===== src/rtl/mod_n_counter_if.sv =====
// Control/status bundle for mod_n_counter.
//   master modport: the controlling side; drives clr, en, up, load, din, oneshot
//                   and observes q, qbar, co, wrap, done, load_err.
//   slave modport : the counter itself; the mirror image of master.
// WIDTH must match the WIDTH of the counter the interface is attached to.
interface mod_n_counter_if #(
    parameter int WIDTH = 4
);
    logic             clr;
    logic             en;
    logic             up;
    logic             load;
    logic [WIDTH-1:0] din;
    logic             oneshot;
    logic [WIDTH-1:0] q;
    logic [WIDTH-1:0] qbar;
    logic             co;
    logic             wrap;
    logic             done;
    logic             load_err;

    modport master (
        output clr, en, up, load, din, oneshot,
        input  q, qbar, co, wrap, done, load_err
    );

    modport slave (
        input  clr, en, up, load, din, oneshot,
        output q, qbar, co, wrap, done, load_err
    );
endinterface


===== src/rtl/mod_n_counter.sv =====
// Synchronous modulo-MOD up/down counter with parallel load, synchronous clear,
// one-shot mode and a combinational carry/borrow for cascading stages.
//   clk  : rising-edge clock
//   rst  : asynchronous active-high reset (q=0, all flags 0)
//   bus  : mod_n_counter_if.slave
//          in : clr, en, up, load, din, oneshot
//          out: q, qbar, co (comb), wrap (1-cycle pulse), done (sticky),
//               load_err (1-cycle pulse)
// Priority at each edge: rst > clr > load > count > hold.
module mod_n_counter #(
    parameter int MOD   = 13,
    parameter int WIDTH = 4
) (
    input  logic                 clk,
    input  logic                 rst,
    mod_n_counter_if.slave       bus
);

    if (MOD < 2 || MOD > (2 ** WIDTH)) begin : g_bad_params
        $error("mod_n_counter: MOD must lie in 2..2**WIDTH");
    end

    localparam logic [WIDTH-1:0] MAXV  = WIDTH'(MOD - 1);
    // One extra bit so MOD == 2**WIDTH is still representable for the range test.
    localparam logic [WIDTH:0]   MOD_X = (WIDTH + 1)'(MOD);

    logic [WIDTH-1:0] q_r;
    logic             wrap_r;
    logic             done_r;
    logic             load_err_r;
    logic             at_term;
    logic             din_ok;

    // Non-terminal steps only; the terminal value is handled explicitly so the
    // arithmetic never depends on modulo-2**WIDTH rollover.
    function automatic logic [WIDTH-1:0] step_up(input logic [WIDTH-1:0] v);
        return v + WIDTH'(1);
    endfunction

    function automatic logic [WIDTH-1:0] step_down(input logic [WIDTH-1:0] v);
        return v - WIDTH'(1);
    endfunction

    assign at_term = bus.up ? (q_r == MAXV) : (q_r == '0);
    assign din_ok  = ({1'b0, bus.din} < MOD_X);

    always_ff @(posedge clk or posedge rst) begin
        if (rst) begin
            q_r        <= '0;
            wrap_r     <= 1'b0;
            done_r     <= 1'b0;
            load_err_r <= 1'b0;
        end else begin
            // Pulses default low; only the causing edge raises them.
            wrap_r     <= 1'b0;
            load_err_r <= 1'b0;
            if (bus.clr) begin
                q_r    <= '0;
                done_r <= 1'b0;
            end else if (bus.load) begin
                done_r <= 1'b0;
                if (din_ok) begin
                    q_r <= bus.din;
                end else begin
                    q_r        <= '0;
                    load_err_r <= 1'b1;
                end
            end else if (bus.en && !done_r) begin
                if (at_term) begin
                    if (bus.oneshot) begin
                        // Halt on the terminal value instead of wrapping.
                        done_r <= 1'b1;
                    end else begin
                        q_r    <= bus.up ? '0 : MAXV;
                        wrap_r <= 1'b1;
                    end
                end else begin
                    q_r <= bus.up ? step_up(q_r) : step_down(q_r);
                end
            end
        end
    end

    assign bus.q        = q_r;
    assign bus.qbar     = ~q_r;
    // en is ignored while rst is high, so co is forced low during reset.
    assign bus.co       = bus.en & at_term & ~done_r & ~rst;
    assign bus.wrap     = wrap_r;
    assign bus.done     = done_r;
    assign bus.load_err = load_err_r;

endmodule


===== src/flat_wrapper.sv =====
// flat-port wrapper written by rule: the top's interface ports become plain ports
module mod_n_counter_flat 
#(
    parameter int MOD   = 13,
    parameter int WIDTH = 4
)
  (clk, rst, bus_clr, bus_en, bus_up, bus_load, bus_din, bus_oneshot, bus_q, bus_qbar, bus_co, bus_wrap, bus_done, bus_load_err);
  mod_n_counter_if #(.WIDTH(WIDTH)) bus_i ();
  input  logic clk;
  input  logic rst;
  input wire logic [$bits(bus_i.clr)-1:0] bus_clr;
  input wire logic [$bits(bus_i.en)-1:0] bus_en;
  input wire logic [$bits(bus_i.up)-1:0] bus_up;
  input wire logic [$bits(bus_i.load)-1:0] bus_load;
  input wire logic [$bits(bus_i.din)-1:0] bus_din;
  input wire logic [$bits(bus_i.oneshot)-1:0] bus_oneshot;
  output wire logic [$bits(bus_i.q)-1:0] bus_q;
  output wire logic [$bits(bus_i.qbar)-1:0] bus_qbar;
  output wire logic [$bits(bus_i.co)-1:0] bus_co;
  output wire logic [$bits(bus_i.wrap)-1:0] bus_wrap;
  output wire logic [$bits(bus_i.done)-1:0] bus_done;
  output wire logic [$bits(bus_i.load_err)-1:0] bus_load_err;
  assign bus_i.clr = bus_clr;
  assign bus_i.en = bus_en;
  assign bus_i.up = bus_up;
  assign bus_i.load = bus_load;
  assign bus_i.din = bus_din;
  assign bus_i.oneshot = bus_oneshot;
  assign bus_q = bus_i.q;
  assign bus_qbar = bus_i.qbar;
  assign bus_co = bus_i.co;
  assign bus_wrap = bus_i.wrap;
  assign bus_done = bus_i.done;
  assign bus_load_err = bus_i.load_err;
  mod_n_counter #(.MOD(MOD), .WIDTH(WIDTH)) u_core (.clk(clk), .rst(rst), .bus(bus_i));
endmodule

===== config.mk =====
export PLATFORM = sky130hd
export DESIGN_NAME = mod_n_counter_flat
export DESIGN_NICKNAME = d
export VERILOG_FILES = /design/src/rtl/mod_n_counter_if.sv /design/src/rtl/mod_n_counter.sv /design/src/flat_wrapper.sv
export SDC_FILE = /design/constraint.sdc
export NUM_CORES = 1
export LEC_CHECK = 0
export ABC_AREA = 1
export BUFFER_PORTS_ARGS = -buffer_cell sky130_fd_sc_hd__buf_4
export CAP_MARGIN = 20
export CORE_MARGIN = 3
export CORE_UTILIZATION = 46
export DETAILED_ROUTE_END_ITERATION = 10
export PLACE_DENSITY = 0.76
export SLEW_MARGIN = 20
export SYNTH_ARGS = -nofsm -noshare
export SYNTH_HDL_FRONTEND = slang
export SYNTH_SLANG_ARGS = --single-unit

===== constraint.sdc =====
create_clock -name clk -period 1.8 [get_ports clk]
set_input_delay 0.36 -clock clk [delete_from_list [all_inputs] [get_ports clk]]
set_output_delay 0.36 -clock clk [all_outputs]
set_load 0.01 [all_outputs]

### Word level (Yosys, flattened, before mapping)

Index checks and enable logic that the tools add are counted.

| cells by class | value |
|---|---|
| add/subtract/negate cells | 2 |
| $lt $le $gt $ge | 1 |
| equality and inequality tests | 2 |
| muxes and demuxes | 22 |
| bitwise gates (word level) | 6 |
| reduce and logical (&&, ||, !) cells | 8 |

Operators with widths:

| operator | number |
|---|---|
| 4-bit two-way mux | 8 |
| 1-bit two-way mux | 14 |
| 3-bit nonzero test | 3 |
| 4-bit by 1-bit adder with 4-bit output (second input constant) | 1 |
| 4-bit equality test (second input constant) | 1 |
| 4-bit logical NOT | 1 |
| 4-bit < comparator (second input constant) | 1 |
| 4-bit != test (second input constant) | 1 |
| 4-bit inverter | 1 |
| 4-bit by 1-bit subtractor with 4-bit output (second input constant) | 1 |
| 1-bit AND | 3 |
| 3-bit AND reduction | 1 |
| 1-bit inverter | 2 |
| 2-bit AND reduction | 1 |
| 1-bit logical AND | 1 |
| 1-bit logical NOT | 1 |

| storage, ports and cells | value |
|---|---|
| register bits | 7 |
| input bits | 11 |
| output and inout port bits | 12 |
| word-level logic and storage cells | 45 |

### Depth between registers and ports, before layout

| logic depth | value |
|---|---|
| depth after elaboration | 6 |
| mapped depth | 11 |

### Worst setup path before layout

Ideal clock, no wire load.

| path | value |
|---|---|
| path type | register -> register |
| start | register u_core.q_r[2], in the netlist u_core.bus.q[2] |
| end | register u_core.q_r[3], in the netlist u_core.bus.q[3] |
| setup time | 0.116 ns |
| data arrival time | 1.368 ns |
| slack | 0.315 ns |
| cell stages (with the launch flop) | 9 |
| period minus slack after synthesis | 1.485 ns |
| cells stage by stage | dfrtp_1 ha_1 or2_2 nand3_1 nand3_1 nand2_1 nand2_1 nand2_1 nand2_1 |

| between the ends | value |
|---|---|
| word-level cells in the longest chain between the ends | 6 |

Ends and longest elaborated chain:

| what | line | RTL |
|---|---|---|
| from (decl) | mod_n_counter.sv:27 | `logic [WIDTH-1:0] q_r;` |
| from (signal assigned) | mod_n_counter.sv:63 | `q_r <= bus.din;` |
| from (signal assigned) | mod_n_counter.sv:74 | `q_r <= bus.up ? '0 : MAXV;` |
| from (signal assigned) | mod_n_counter.sv:78 | `q_r <= bus.up ? step_up(q_r) : step_down(q_r);` |
| 4-bit by 1-bit subtractor with 4-bit output, or another cell as far along | mod_n_counter.sv:41 | `return v - WIDTH'(1);` |
| 4-bit two-way mux or 1-bit two-way mux (tied branches) | mod_n_counter.sv:78, mod_n_counter.sv:44 |  |
| 4-bit two-way mux | mod_n_counter.sv:69 | `if (at_term) begin` |
| 4-bit two-way mux | mod_n_counter.sv:68 | `end else if (bus.en && !done_r) begin` |
| 4-bit two-way mux | mod_n_counter.sv:60 | `end else if (bus.load) begin` |
| 4-bit two-way mux | mod_n_counter.sv:57 | `if (bus.clr) begin` |

Several ways; a longest one is shown, not always the timed one. The select of a mux whose other input is x is not followed.
A chain may end at the register's enable or synchronous reset.

### Final worst setup path

| path | value |
|---|---|
| start | register u_core.q_r[3], in the netlist u_core.bus.q[3] |
| end | output bus_co |

| between the ends | value |
|---|---|
| word-level cells in the longest chain between the ends | 5 |

Ends and longest elaborated chain:

| what | line | RTL |
|---|---|---|
| 4-bit equality test or 4-bit logical NOT (tied branches) | mod_n_counter.sv:44 | `assign at_term = bus.up ? (q_r == MAXV) : (q_r == '0);` |
| 1-bit two-way mux (*) | mod_n_counter.sv:44 |  |
| 1-bit AND (*) (3 in a row) | mod_n_counter.sv:87 | `assign bus.co = bus.en & at_term & ~done_r & ~rst;` |
| to (decl) | flat_wrapper.sv:19 | `output wire logic [$bits(bus_i.co)-1:0] bus_co;` |

Every way passes the cells marked *; elsewhere a longest branch is shown, timed or not.

==> results_dict.tcl <==
set metrics [dict create \
    multiInputGateArea_um2 370.4 \
    critPathArrivalTime_ns 1.31 \
    crit_path_cell_trace "nor2_1 -> nor2_1 -> nor2_4 -> nand2_1 -> nor2_1 -> buf_4" \
    drive_gt1_share_pct 31.97 \
    yosysUniqueCellTypes 18 \
    synth.largest_area_cell "dfrtp_1" \
    peakVddDrop_mv 0.3856 \
    die_h_um 42.10 \
    yosysMostFrequentCell "nand2_1" \
    vias 664 \
    drtAntennaViolNets 0 \
    worstSetupStartpointType "register" \
    hold_viol_final 0 \
    synth.top_cell.area_share_pct 29.23 \
    rsz0062_at_grt "no" \
    synth_edf_count 0 \
    dieArea_um2 1772 \
    crit_path_end_kind "output pin" \
    yosysWarnings 0 \
    synthCells 94 \
    cts-root-buf "clkbuf_4" \
    antenna_cells 0 \
    fillCellCount 114 \
    crit_type "reg2out" \
    io_pins 23 \
    slew_headroom_pct 82.28 \
    core_um2 1156 \
    cts_sinks 7 \
    postSynthAreaPerCell_um2 6.376 \
    synth_nets 108 \
    synthXorXnorAreaFrac_pct 1.461 \
    cts_buffers 3 \
    async_reset_ff_share_pct 100.0 \
    clk-insertion-delay-late_ns 0.26 \
    grt_pass1_vias 536 \
    placement.io_buffers 22 \
    power.density_nw_per_um2 789.5 \
    routed_wl_mm 1.436 \
    rows 12 \
    area_growth_pct 38.41 \
    yosys.area_share.simple_pct 44.47 \
    viasPerCell 4.882 \
    antenna_found_initial 0 \
    max_freq_ghz 0.5977 \
    synth_area_leaders "dfrtp_1 (29%), nand2_1 (20%), inv_1 (9.4%)" \
    synth_seq_cells 7 \
    gp_congestion 0.8817 \
    fin_total_pwr_mw 0.6549 \
    cpPeakStageDelay_ns 0.44 \
    total_leakage_power_nw 0.4700 \
    tns_ns 0 \
    track_usage_pct 16.74 \
    final-seq-area_um2 178.9 \
    hpwl_mm 1.189 \
    start_util_pct 51.84 \
    synth_seq_area_share_pct 29.23 \
    synth-compound-area-share_pct 7.933 \
    grt_max_degree 8 \
    crit_top_cell "nor2_1" \
    tightest_slew_ns 0.2655 \
    h-tree-depth 1 \
    drt_iter0_drc 12 \
    finalSetupViolCount 0 \
    critPathMaxFanout 5 \
    period_share_pct 92.94 \
    maxCapViolCount 0 \
    required_ns 1.44 \
    synthMuxAreaShare_pct 0 \
    synthAdderAreaFrac_pct 7.516 \
    status "completed" \
    die-width_um 42.10 \
    cts_tree "yes" \
    cts.clk_slew.worst_paths_ns 0.06 \
    ys.flop_type "dfrtp_1" \
    grt_pass1_wl_mm 2.235 \
    routedWlPerCell_um 10.56 \
    grt-ovfl-total 0 \
    drc 0 \
    min_path_type "in2async" \
    dr.pass1.iters 2 \
    synthTopCellsByCount "nand2_1 (32), inv_1 (15), nor2_1 (10)" \
    worst_path_max_delay_cell "dfrtp_2" \
    nets 137 \
    maxSlewViolCount 0 \
    period_needed_ns 1.673 \
    synth_top_family_by_area "simple AND/OR/NAND/NOR gates" \
    max-clock-path-buffers 2 \
    syn_area_um2 599.3 \
    postCtsHoldBufs 0 \
    finClkSkew_ns 0.006789 \
]
-- registers in the layout, summed over array words and instances, names as in the netlist --
name	cells
u_core.bus.wrap	1
u_core.bus.done	1
u_core.bus.q	4
u_core.bus.load_err	1
-- where the power goes --
group	leakage (nW)	switching, mW	internal [mW]
Sequential	0.0888	0.0257	0.176
Combinational	0.366	0.164	0.140
Clock	0.0150	0.0641	0.0850
Total	0.470	0.254	0.401
-- cell usage in the layout (no fill, tap or decap), drive strengths merged --
| cell | n |
|---|---|
| nand3 | 8 |
| dfrtp | 7 |
| a21oi | 3 |
| fa | 1 |
| buf | 24 |
| nor3 | 2 |
| o21ai | 5 |
| nor2 | 12 |
| or2 | 1 |
| ha | 2 |
| xnor2 | 1 |
| o211ai | 1 |
| inv | 15 |
| nand2 | 36 |
| clkbuf | 4 |
-- worst max-delay path: cells and delay by family, from the launching register on --
family        cells  cell delay [ns]
simple gates      5             0.51
flops             1             0.44
buf+inv           1             0.12
-- worst paths after layout --
| check | to | cells after the start | slack [ns] | start |
|---|---|---|---|---|
| worst min-delay path | u_core.bus.q[2] | 2 | 0.04 | rst |
| max in group asynchronous | u_core.bus.q[3] | 2 | 1.53 | rst |
| min in group clk | u_core.bus.wrap | 2 | 0.29 | bus_oneshot |
| worst max register to register | u_core.bus.q[2] | 8 | 0.25 | u_core.bus.q[0] |
| worst min register to register | u_core.bus.done | 2 | 0.55 | u_core.bus.done |
| worst max-delay path | bus_co | 6 | 0.13 | u_core.bus.q[3] |
-- kinds of logic after synthesis --
kind of cell,count (synthesis)
compound gates,9
xor+xnor,1
fa+ha+maj,3
buf+inv,15
flops,7
simple gates,59
-- layout make-up --
type / instances / area share, %
clock buffer: 4 / 3.167
sequential: 7 / 21.57
inverter: 15 / 6.787
timing repair buffer: 24 / 21.72
multi-input combinational: 72 / 44.65
tap: 14 / 2.112
-- repair_timing --
action                     in CTS  in global routing
buffers inserted                0                  1
setup endpoints to repair       0                  1
gates resized for setup         0                  4
-- per-layer routing --
metal	share of wire (%)	track usage, %	vias up
met3	4.6	2.575	5
met4	2.4	9.317	0
met5	0	0	-
met2	47	26.23	17
met1	46	21.78	296
li1	-	-	346
-- through the flow --
step / std cells / worst slack, ns / hold WS [ns] / utilization, % / cell area (um^2)
after floorplan: 94 / 0.3154 / 0.1634 / - / 599.3
after global placement: 131 / 0.1993 / 0.3120 / 68.29 / 789.5
after detailed placement: 131 / 0.1685 / 0.3150 / 68.29 / 789.5
after CTS: 135 / 0.01546 / 0.03872 / 70.56 / 815.8
after global routing: 136 / 0.01360 / 0.05785 / 71.75 / 829.5
final: 136 / 0.1270 / 0.03685 / 71.75 / 829.5
Power figures use the tool's default switching activity.
